**src/rtl/uart_pkg.sv**
```systemverilog
// Shared types for the UART packet controller: FSM states, error codes and
// the default frame start marker.
package uart_pkg;

    typedef enum logic [2:0] {
        ST_IDLE     = 3'd0,
        ST_GET_ADDR = 3'd1,
        ST_GET_LEN  = 3'd2,
        ST_GET_DATA = 3'd3,
        ST_GET_CHK  = 3'd4,
        ST_COMMIT   = 3'd5
    } ctrl_state_t;

    typedef enum logic [1:0] {
        ERR_TIMEOUT = 2'd0,
        ERR_BADLEN  = 2'd1,
        ERR_CHKSUM  = 2'd2,
        ERR_OVERRUN = 2'd3
    } err_code_t;

    localparam logic [7:0] SYNC_BYTE_DEF = 8'hA5;

endpackage

```
**src/rtl/uart_pkt_buf.sv**
```systemverilog
// Payload holding buffer: written one byte per accepted data byte, read back
// by index while the packet is committed. Contents need no reset.
module uart_pkt_buf #(
    parameter int MAX_LEN = 8,
    parameter int AW      = (MAX_LEN > 1) ? $clog2(MAX_LEN) : 1
) (
    input  logic          clk,
    input  logic          i_wr_en,
    input  logic [AW-1:0] i_wr_idx,
    input  logic [7:0]    i_wr_data,
    input  logic [AW-1:0] i_rd_idx,
    output logic [7:0]    o_rd_data
);

    logic [7:0] r_mem [MAX_LEN];

    always_ff @(posedge clk) begin
        if (i_wr_en) begin
            r_mem[i_wr_idx] <= i_wr_data;
        end
    end

    assign o_rd_data = r_mem[i_rd_idx];

endmodule

```
**src/rtl/uart_pkt_ctrl.sv**
```systemverilog
// Framed write-packet parser behind the UART receiver. Payload is held until
// the checksum matches, then replayed as a burst of register writes.
module uart_pkt_ctrl
    import uart_pkg::*;
#(
    parameter int         ADDR_W         = 4,
    parameter int         MAX_LEN        = 8,
    parameter logic [7:0] SYNC_BYTE      = SYNC_BYTE_DEF,
    parameter int         TIMEOUT_CYCLES = 100000
) (
    input  logic              clk,
    input  logic              rst_n,
    input  logic [7:0]        rx_data,
    input  logic              rx_valid,
    output logic              reg_wr_en,
    output logic [ADDR_W-1:0] reg_addr,
    output logic [7:0]        reg_wdata,
    output logic              busy,
    output logic              pkt_ok,
    output logic              pkt_err,
    output logic [1:0]        err_code
);

    localparam int         IW        = $clog2(MAX_LEN + 1);
    localparam int         AW        = (MAX_LEN > 1) ? $clog2(MAX_LEN) : 1;
    localparam int         TW        = $clog2(TIMEOUT_CYCLES + 1);
    localparam logic [7:0] MAX_LEN_B = 8'(MAX_LEN);
    localparam logic [TW-1:0] TMO_LAST = TW'(TIMEOUT_CYCLES - 1);

    ctrl_state_t       r_state, w_state_nx;
    logic [IW-1:0]     r_idx, w_idx_nx;
    logic [IW-1:0]     r_len, w_len_nx;
    logic [ADDR_W-1:0] r_base, w_base_nx;
    logic [7:0]        r_chk, w_chk_nx;
    logic [TW-1:0]     r_tmo, w_tmo_nx;
    logic              r_wr_en, w_wr_en_nx;
    logic [ADDR_W-1:0] r_addr, w_addr_nx;
    logic [7:0]        r_wdata, w_wdata_nx;
    logic              r_busy;
    logic              r_ok, w_ok_nx;
    logic              r_err, w_err_nx;
    err_code_t         r_code, w_code_nx;

    logic              w_buf_we;
    logic [AW-1:0]     w_rd_idx;
    logic [7:0]        w_rd_data;
    logic              w_tmo_hit;
    logic              w_in_frame;

    uart_pkt_buf #(
        .MAX_LEN (MAX_LEN),
        .AW      (AW)
    ) u_buf (
        .clk       (clk),
        .i_wr_en   (w_buf_we),
        .i_wr_idx  (r_idx[AW-1:0]),
        .i_wr_data (rx_data),
        .i_rd_idx  (w_rd_idx),
        .o_rd_data (w_rd_data)
    );

    assign w_in_frame = (r_state != ST_IDLE) && (r_state != ST_COMMIT);

    always_comb begin
        w_state_nx = r_state;
        w_idx_nx   = r_idx;
        w_len_nx   = r_len;
        w_base_nx  = r_base;
        w_chk_nx   = r_chk;
        w_tmo_nx   = '0;
        w_wr_en_nx = 1'b0;
        w_addr_nx  = r_addr;
        w_wdata_nx = r_wdata;
        w_ok_nx    = 1'b0;
        w_err_nx   = 1'b0;
        w_code_nx  = r_code;
        w_buf_we   = 1'b0;
        w_rd_idx   = '0;
        w_tmo_hit  = 1'b0;

        // Inter-byte gap timer; it only runs while a frame is being received.
        if (w_in_frame && !rx_valid) begin
            if (r_tmo == TMO_LAST) begin
                w_tmo_hit = 1'b1;
            end else begin
                w_tmo_nx = r_tmo + 1'b1;
            end
        end

        case (r_state)
            ST_IDLE: begin
                if (rx_valid && rx_data == SYNC_BYTE) begin
                    w_state_nx = ST_GET_ADDR;
                    w_chk_nx   = '0;
                end
            end
            ST_GET_ADDR: begin
                if (rx_valid) begin
                    w_base_nx  = rx_data[ADDR_W-1:0];
                    w_chk_nx   = r_chk ^ rx_data;
                    w_state_nx = ST_GET_LEN;
                end
            end
            ST_GET_LEN: begin
                if (rx_valid) begin
                    if (rx_data == 8'd0 || rx_data > MAX_LEN_B) begin
                        w_err_nx   = 1'b1;
                        w_code_nx  = ERR_BADLEN;
                        w_state_nx = ST_IDLE;
                    end else begin
                        w_len_nx   = rx_data[IW-1:0];
                        w_chk_nx   = r_chk ^ rx_data;
                        w_idx_nx   = '0;
                        w_state_nx = ST_GET_DATA;
                    end
                end
            end
            ST_GET_DATA: begin
                if (rx_valid) begin
                    w_buf_we = 1'b1;
                    w_chk_nx = r_chk ^ rx_data;
                    w_idx_nx = r_idx + 1'b1;
                    if (r_idx == r_len - 1'b1) begin
                        w_state_nx = ST_GET_CHK;
                    end
                end
            end
            ST_GET_CHK: begin
                if (rx_valid) begin
                    if (rx_data != r_chk) begin
                        w_err_nx   = 1'b1;
                        w_code_nx  = ERR_CHKSUM;
                        w_state_nx = ST_IDLE;
                    end else begin
                        // First write is launched on the checksum edge itself.
                        w_rd_idx   = '0;
                        w_wr_en_nx = 1'b1;
                        w_addr_nx  = r_base;
                        w_wdata_nx = w_rd_data;
                        w_idx_nx   = IW'(1);
                        w_state_nx = ST_COMMIT;
                    end
                end
            end
            ST_COMMIT: begin
                w_rd_idx = r_idx[AW-1:0];
                if (r_idx == r_len) begin
                    w_ok_nx    = 1'b1;
                    w_idx_nx   = '0;
                    w_state_nx = ST_IDLE;
                end else begin
                    w_wr_en_nx = 1'b1;
                    w_addr_nx  = r_base + ADDR_W'(r_idx);
                    w_wdata_nx = w_rd_data;
                    w_idx_nx   = r_idx + 1'b1;
                end
                if (rx_valid) begin
                    w_err_nx  = 1'b1;
                    w_code_nx = ERR_OVERRUN;
                end
            end
            default: begin
                w_state_nx = ST_IDLE;
            end
        endcase

        if (w_tmo_hit) begin
            w_err_nx   = 1'b1;
            w_code_nx  = ERR_TIMEOUT;
            w_state_nx = ST_IDLE;
        end
    end

    always_ff @(posedge clk) begin
        if (!rst_n) begin
            r_state <= ST_IDLE;
            r_idx   <= '0;
            r_len   <= '0;
            r_base  <= '0;
            r_chk   <= '0;
            r_tmo   <= '0;
            r_wr_en <= 1'b0;
            r_addr  <= '0;
            r_wdata <= '0;
            r_busy  <= 1'b0;
            r_ok    <= 1'b0;
            r_err   <= 1'b0;
            r_code  <= ERR_TIMEOUT;
        end else begin
            r_state <= w_state_nx;
            r_idx   <= w_idx_nx;
            r_len   <= w_len_nx;
            r_base  <= w_base_nx;
            r_chk   <= w_chk_nx;
            r_tmo   <= w_tmo_nx;
            r_wr_en <= w_wr_en_nx;
            r_addr  <= w_addr_nx;
            r_wdata <= w_wdata_nx;
            r_busy  <= (w_state_nx != ST_IDLE);
            r_ok    <= w_ok_nx;
            r_err   <= w_err_nx;
            r_code  <= w_code_nx;
        end
    end

    assign reg_wr_en = r_wr_en;
    assign reg_addr  = r_addr;
    assign reg_wdata = r_wdata;
    assign busy      = r_busy;
    assign pkt_ok    = r_ok;
    assign pkt_err   = r_err;
    assign err_code  = r_code;

    a_wr_implies_busy: assert property (@(posedge clk) disable iff (!rst_n)
        reg_wr_en |-> busy);
    a_ok_not_writing: assert property (@(posedge clk) disable iff (!rst_n)
        pkt_ok |-> !reg_wr_en);

endmodule

```
**config.mk**
```make
export PLATFORM = sky130hd
export DESIGN_NAME = uart_pkt_ctrl
export DESIGN_NICKNAME = d
export VERILOG_FILES = /design/src/rtl/uart_pkg.sv /design/src/rtl/uart_pkt_buf.sv /design/src/rtl/uart_pkt_ctrl.sv
export SDC_FILE = /design/constraint.sdc
export NUM_CORES = 1
export LEC_CHECK = 0
export ABC_AREA = 1
export CORE_MARGIN = 2
export CORE_UTILIZATION = 30
export DETAILED_ROUTE_END_ITERATION = 8
export PLACE_DENSITY = 0.57
export SYNTH_ARGS = -nofsm -noshare
export SYNTH_HDL_FRONTEND = slang
export SYNTH_SLANG_ARGS = --single-unit
```
**constraint.sdc**
```tcl
create_clock -name clk -period 2.2 [get_ports clk]
set_clock_uncertainty 0.1 [all_clocks]
set_input_delay 0.22 -clock clk [delete_from_list [all_inputs] [get_ports clk]]
set_output_delay 0.22 -clock clk [all_outputs]
set_load 0.02 [all_outputs]
```
Word-level counts from Yosys, hierarchy flattened --
Memory sizes are Yosys's and may differ from the RTL's. Index checks and enable logic that the tools add are counted.
Word-level totals: word-level logic and storage cells 123, bits of input ports 11, flip-flop bits (word level) 58, memories 1, memory bits (writable) 64
Memories:
- u_buf.r_mem | words 8, width 8, rd ports 1, clocked after Yosys merged registers in 0, wr ports 1, RTL line uart_pkt_buf.sv:15 | logic [7:0] r_mem [MAX_LEN];
Operators by class: reductions and logical operators 23, equal/unequal tests 22, add/subtract/negate cells 4, magnitude comparators 1, bitwise gates (word level) 4, muxes and demuxes 55
Operators by type and width (count):
- two-way mux 8 bit | 7
- two-way mux 4 bit | 9
- two-way mux 3 bit | 10
- one-hot mux 8 bit (3 select lines) | 1
- inequality test 2 bit (second input constant) | 10
- one-hot mux 3 bit (6 select lines) | 1
- adder 17 x 1 -> 17 bit (second input constant) | 1
- equality test 17 bit (second input constant) | 1
- one-hot mux 4 bit (4 select lines) | 1
- one-hot mux 8 bit (2 select lines) | 1
- two-way mux 1 bit | 15
- two-way mux 2 bit | 6
- AND reduction 6 bit | 2
- nonzero test 3 bit | 4
- equality test 4 bit | 2
- equality test 8 bit (second input constant) | 1
- > comparator 8 x 4 -> 1 bit (second input constant) | 1
- zero test 8 bit | 1
- inequality test 8 bit | 1
- one-hot mux 4 bit (2 select lines) | 1
- bitwise XOR 8 bit | 1
- equality test 3 x 2 -> 1 bit (second input constant) | 2
- equality test 3 bit (second input constant) | 2
- one-hot mux 2 bit (3 select lines) | 1
- 21 further kinds | 27

Longest topological paths before layout --
depth in word-level cells 7, depth in mapped cells 14, gate-level depth less buffers 14

Cells and area by module --
Synthesis repeated with hierarchy kept, for this count alone.
Second synthesis, totals: cells, all modules 771, area total of the unflattened synthesis 6037.0 um^2
Modules (own cells, without submodules):
- uart_pkt_ctrl | area an instance 3146.8 um^2, cells each 476, seq. area each 1161.1 um^2, instances 1
- uart_pkt_buf | area an instance 2890.3 um^2, cells each 295, seq. area each 1921.8 um^2, instances 1

Worst setup path after synthesis --
No wires, ideal clock.
path kind reg2reg, from register r_state[1], to memory u_buf.r_mem[3][0], enable pin, stages on the path, launching flop included 7, data arrival time 1.791 ns, period minus slack after synthesis 2.286 ns, slack -0.086 ns, path through dfxtp_1 -> nand2_1 -> nor2_1 -> inv_1 -> nor2_1 -> inv_1 -> nor4_1
On the way: cells in the longest elaborated chain, start to end 4
Ends and longest elaborated chain:
- from (decl) | RTL line uart_pkt_ctrl.sv:30 | ctrl_state_t r_state, w_state_nx;
- from (signal assigned) | RTL line uart_pkt_ctrl.sv:190 | r_state <= w_state_nx;
- equality test 3 x 2 -> 1 bit | RTL line uart_pkt_ctrl.sv:90 | case (r_state)
- two-way mux 1 bit | RTL line uart_pkt_ctrl.sv:90
- two-way mux 1 bit | RTL line uart_pkt_buf.sv:18 | if (i_wr_en) begin
- two-way mux 1 bit (not written as such) | RTL line uart_pkt_buf.sv:19 | r_mem[i_wr_idx] <= i_wr_data;
- to (decl) | RTL line uart_pkt_buf.sv:15
No other way between the ends.

Final worst setup path --
from register r_state[1], to register r_addr[3], in the netlist reg_addr[3]
On the way: cells in the longest elaborated chain, start to end 3
Ends and longest elaborated chain:
- equality test 3 bit | RTL line uart_pkt_ctrl.sv:90
- inequality test 2 bit (no line) / nonzero test 2 bit (equally long branches)
- AND reduction 4 bit (no line)
- to (signal assigned) | RTL line uart_pkt_ctrl.sv:197 | r_addr <= w_addr_nx;
- to (decl) | RTL line uart_pkt_ctrl.sv:37 | logic [ADDR_W-1:0] r_addr, w_addr_nx;
Several ways; a longest one is shown, not always the timed one. A chain may end at the register's enable or synchronous reset.

==> run_results.csv <==
group,metric,value,unit
grt,met3_usage,3.31,%
setup_path,start_kind,"flop",
placed_design,io_buffers,28,
synth,avgSynthCellArea,8.63,um^2
clock_network,cts_tree,"built",
setup_path,critPathKind,"reg2reg",
layout,post-route-util,37.6,%
synth,synth_edf_count,64,
synth,ys_types,36,
layout,layout.nets,744,
setup_path,crit_path_end_kind,"flop",
route,num_vias,4547,
setup_path,crit_required,2.39,ns
grt,grt_usage,14.6,%
sta,hold_violations,0,
route,wl_per_cell,14.2,um
placed_design,finalWeightedCongestion,0.846,
clock_network,cts_setup_buffers,0,
synth,synth_ff_type,"edfxtp_1",
route,drtPass1Iterations,5,
synth,ys_top_cells_by_count,"nand2_1 (163), inv_1 (88), edfxtp_1 (64)",
grt,use_met2,24.4,%
setup_path,worstPathArrival,2.21,ns
floorplan,io_pins,29,
grt,first_global_vias,4144,
clock_network,cts_resized,0,
layout,diodes,0,
clock_network,clock_sinks,122,
power,power_leakage,2.70,nW
synth,synth_top_area_share,33.7,%
clock_network,cts_buffers,17,
route,drcViolationCount,0,
synth,yosys_warnings,0,
sta,tightest_slew,0.632,ns
synth,synthArstFlopShare,0,%
clock_network,clock_latency,0.41,ns
run_status,status,"complete, no violations",
placed_design,place_inst,941,
synth,synth_nets,679,
synth,syn_inst,661,
synth,synth_top_cells_by_area,"edfxtp_1 (34%), dfxtp_1 (20%), nand2_1 (11%)",
grt,grtUsageMet1,18.6,%
synth,synth_most_common_cell,"nand2_1",
layout,layout-drive-gt1-share,11.6,%
route,antenna_left,0,
synth,netlist_area,5710,um^2
grt,overflow,0,
synth,yosysTopAreaCell,"edfxtp_1",
clock_network,clk_path_buf_depth,2,
setup_path,crit_fanout,13,
sta,timing.final.crit_share,91.5,%
clock_network,cts-root-buf,"clkbuf_16",
grt,busiest_layer,"met2",
route,routed_wl,13.8,mm
grt,grt_pass1_wl,22.1,mm
floorplan,initial_utilization,30.5,%
synth,synth.ff_latch_count,122,
sta,drv_slew,0,
synth,ys_seq_area_share,54.0,%
sta,finalSetupTns,0,ns
placed_design,hpwl,9.82,mm
floorplan,dieArea,20100,um^2
hold_path,hold_path.class,"reg2reg",
sta,relSlewSlack,57.8,%
grt,antenna_found_initial,0,
floorplan,die_y,142,um
clock_network,clkTransAtPathRegs,0.06,ns
power,ir_drop,0.000429,V
placed_design,dpl_cell_area,6460,um^2
power,p_per_area,745,nW/um^2
layout,fillCellCount,1886,
layout,fin_cells,973,
route,drtIter0Drc,354,
clock_network,h-tree-depth,4,
sta,fmax,497,MHz
sta,finalSetupViolCount,0,
sta,rsz0062_at_grt,"false",
floorplan,rows,50,
flow_run,maxCapViolations,0,
clock_network,cts_hold_buf,0,
floorplan,core-area,18700,um^2
floorplan,die_w,142,um
route,vias_per_cell,4.67,
grt,grt_start_max_net_pins,49,
layout,postLayoutCellArea,7040,um^2
sta,fin_crit,2.01,ns
layout,syn_to_final_growth,23.3,%
## cells by family after synthesis
kind of cell / share of synthesized area, %
buf+inv: 8.55
fa+ha+maj: 1.67
flops: 54.0
compound gates: 9.71
xor+xnor: 1.38
simple gates: 24.7
## placed cells by master, fill, tap and decap left out, types with 2 or more instances in the layout
master	n
a21oi_1	33
buf_12	2
buf_4	36
bufinv_16	2
clkbuf_1	2
clkbuf_16	17
clkdlybuf4s50_1	28
clkinv_1	2
clkinv_2	3
clkinv_4	4
dfxtp_1	58
edfxtp_1	64
ha_1	6
inv_1	88
inv_2	3
inv_6	3
nand2_1	163
nand2_2	2
nand3_1	61
nand4_1	8
nor2_1	41
nor2_2	4
nor2_4	2
nor3_1	23
nor3b_1	2
nor4_1	2
o211ai_1	32
o21ai_0	24
o21bai_1	2
or2_2	2
xor2_1	8
## sequential cells by signal, indices dropped and copies added, names as in the netlist, 4 cells and up
register,cells
r_idx,4
reg_addr,4
reg_wdata,8
r_chk,8
r_len,4
u_buf.r_mem,64
r_tmo,17
r_base,4
## layer usage
| metal | wire length, um | share of wire (%) | up-vias |
|---|---|---|---|
| met5 | 0 | 0 | - |
| met2 | 6630 | 48 | 78 |
| met1 | 6580 | 48 | 2105 |
| li1 | - | - | 2350 |
| met3 | 459 | 3.3 | 14 |
| met4 | 170 | 1.2 | 0 |
## final timing paths
path | slack [ns] | endpoint | cells past startpoint | from
setup / recovery | 0.19 | reg_addr[3]$_SDFFE_PN0P_ | 9 | r_state[1]$_SDFF_PN0_
hold / removal | 0.35 | r_tmo[0]$_SDFF_PP0_ | 1 | r_tmo[0]$_SDFF_PP0_
setup reg to reg | 0.19 | reg_addr[3]$_SDFFE_PN0P_ | 9 | r_state[1]$_SDFF_PN0_
hold reg to reg | 0.35 | r_tmo[0]$_SDFF_PP0_ | 1 | r_tmo[0]$_SDFF_PP0_
## power breakdown
part / total, mW / internal (mW) / switching [mW]
Sequential: 2.39 / 2.39 / 0.000456
Clock: 2.73 / 1.68 / 1.05
Combinational: 0.122 / 0.0455 / 0.0761
Total: 5.24 / 4.11 / 1.13
## final cells by class
cell class	count	area (um^2)	area share [%]
inverters	93	349	4.96
clock buffers	19	433	6.15
multi-input cells	426	2140	30.5
flip-flops and latches	122	3080	43.8
well taps	234	293	4.16
repair buffers	66	591	8.39
clock inverters	13	144	2.04
## critical path, stage by stage, from the launching register on
cell,delay (ns)
dfxtp_1,0.37
nor2_2,0.40
nand2_1,0.27
inv_1,0.15
nand2_1,0.14
nand3_4,0.11
buf_4,0.20
inv_1,0.05
nand2_1,0.05
a21oi_1,0.05
## metrics by stage
stage                     setup WS, ns  hold slack [ns]  power (mW)
after CTS                        0.178            0.357        5.30
final                            0.186            0.353        5.24
after detailed placement       0.00520            0.343        2.56
after global placement          0.0619            0.326        2.56
after floorplan                -0.0860            0.219        2.48
after global routing           0.00556            0.358        5.43
Power figures use the tool's default switching activity.
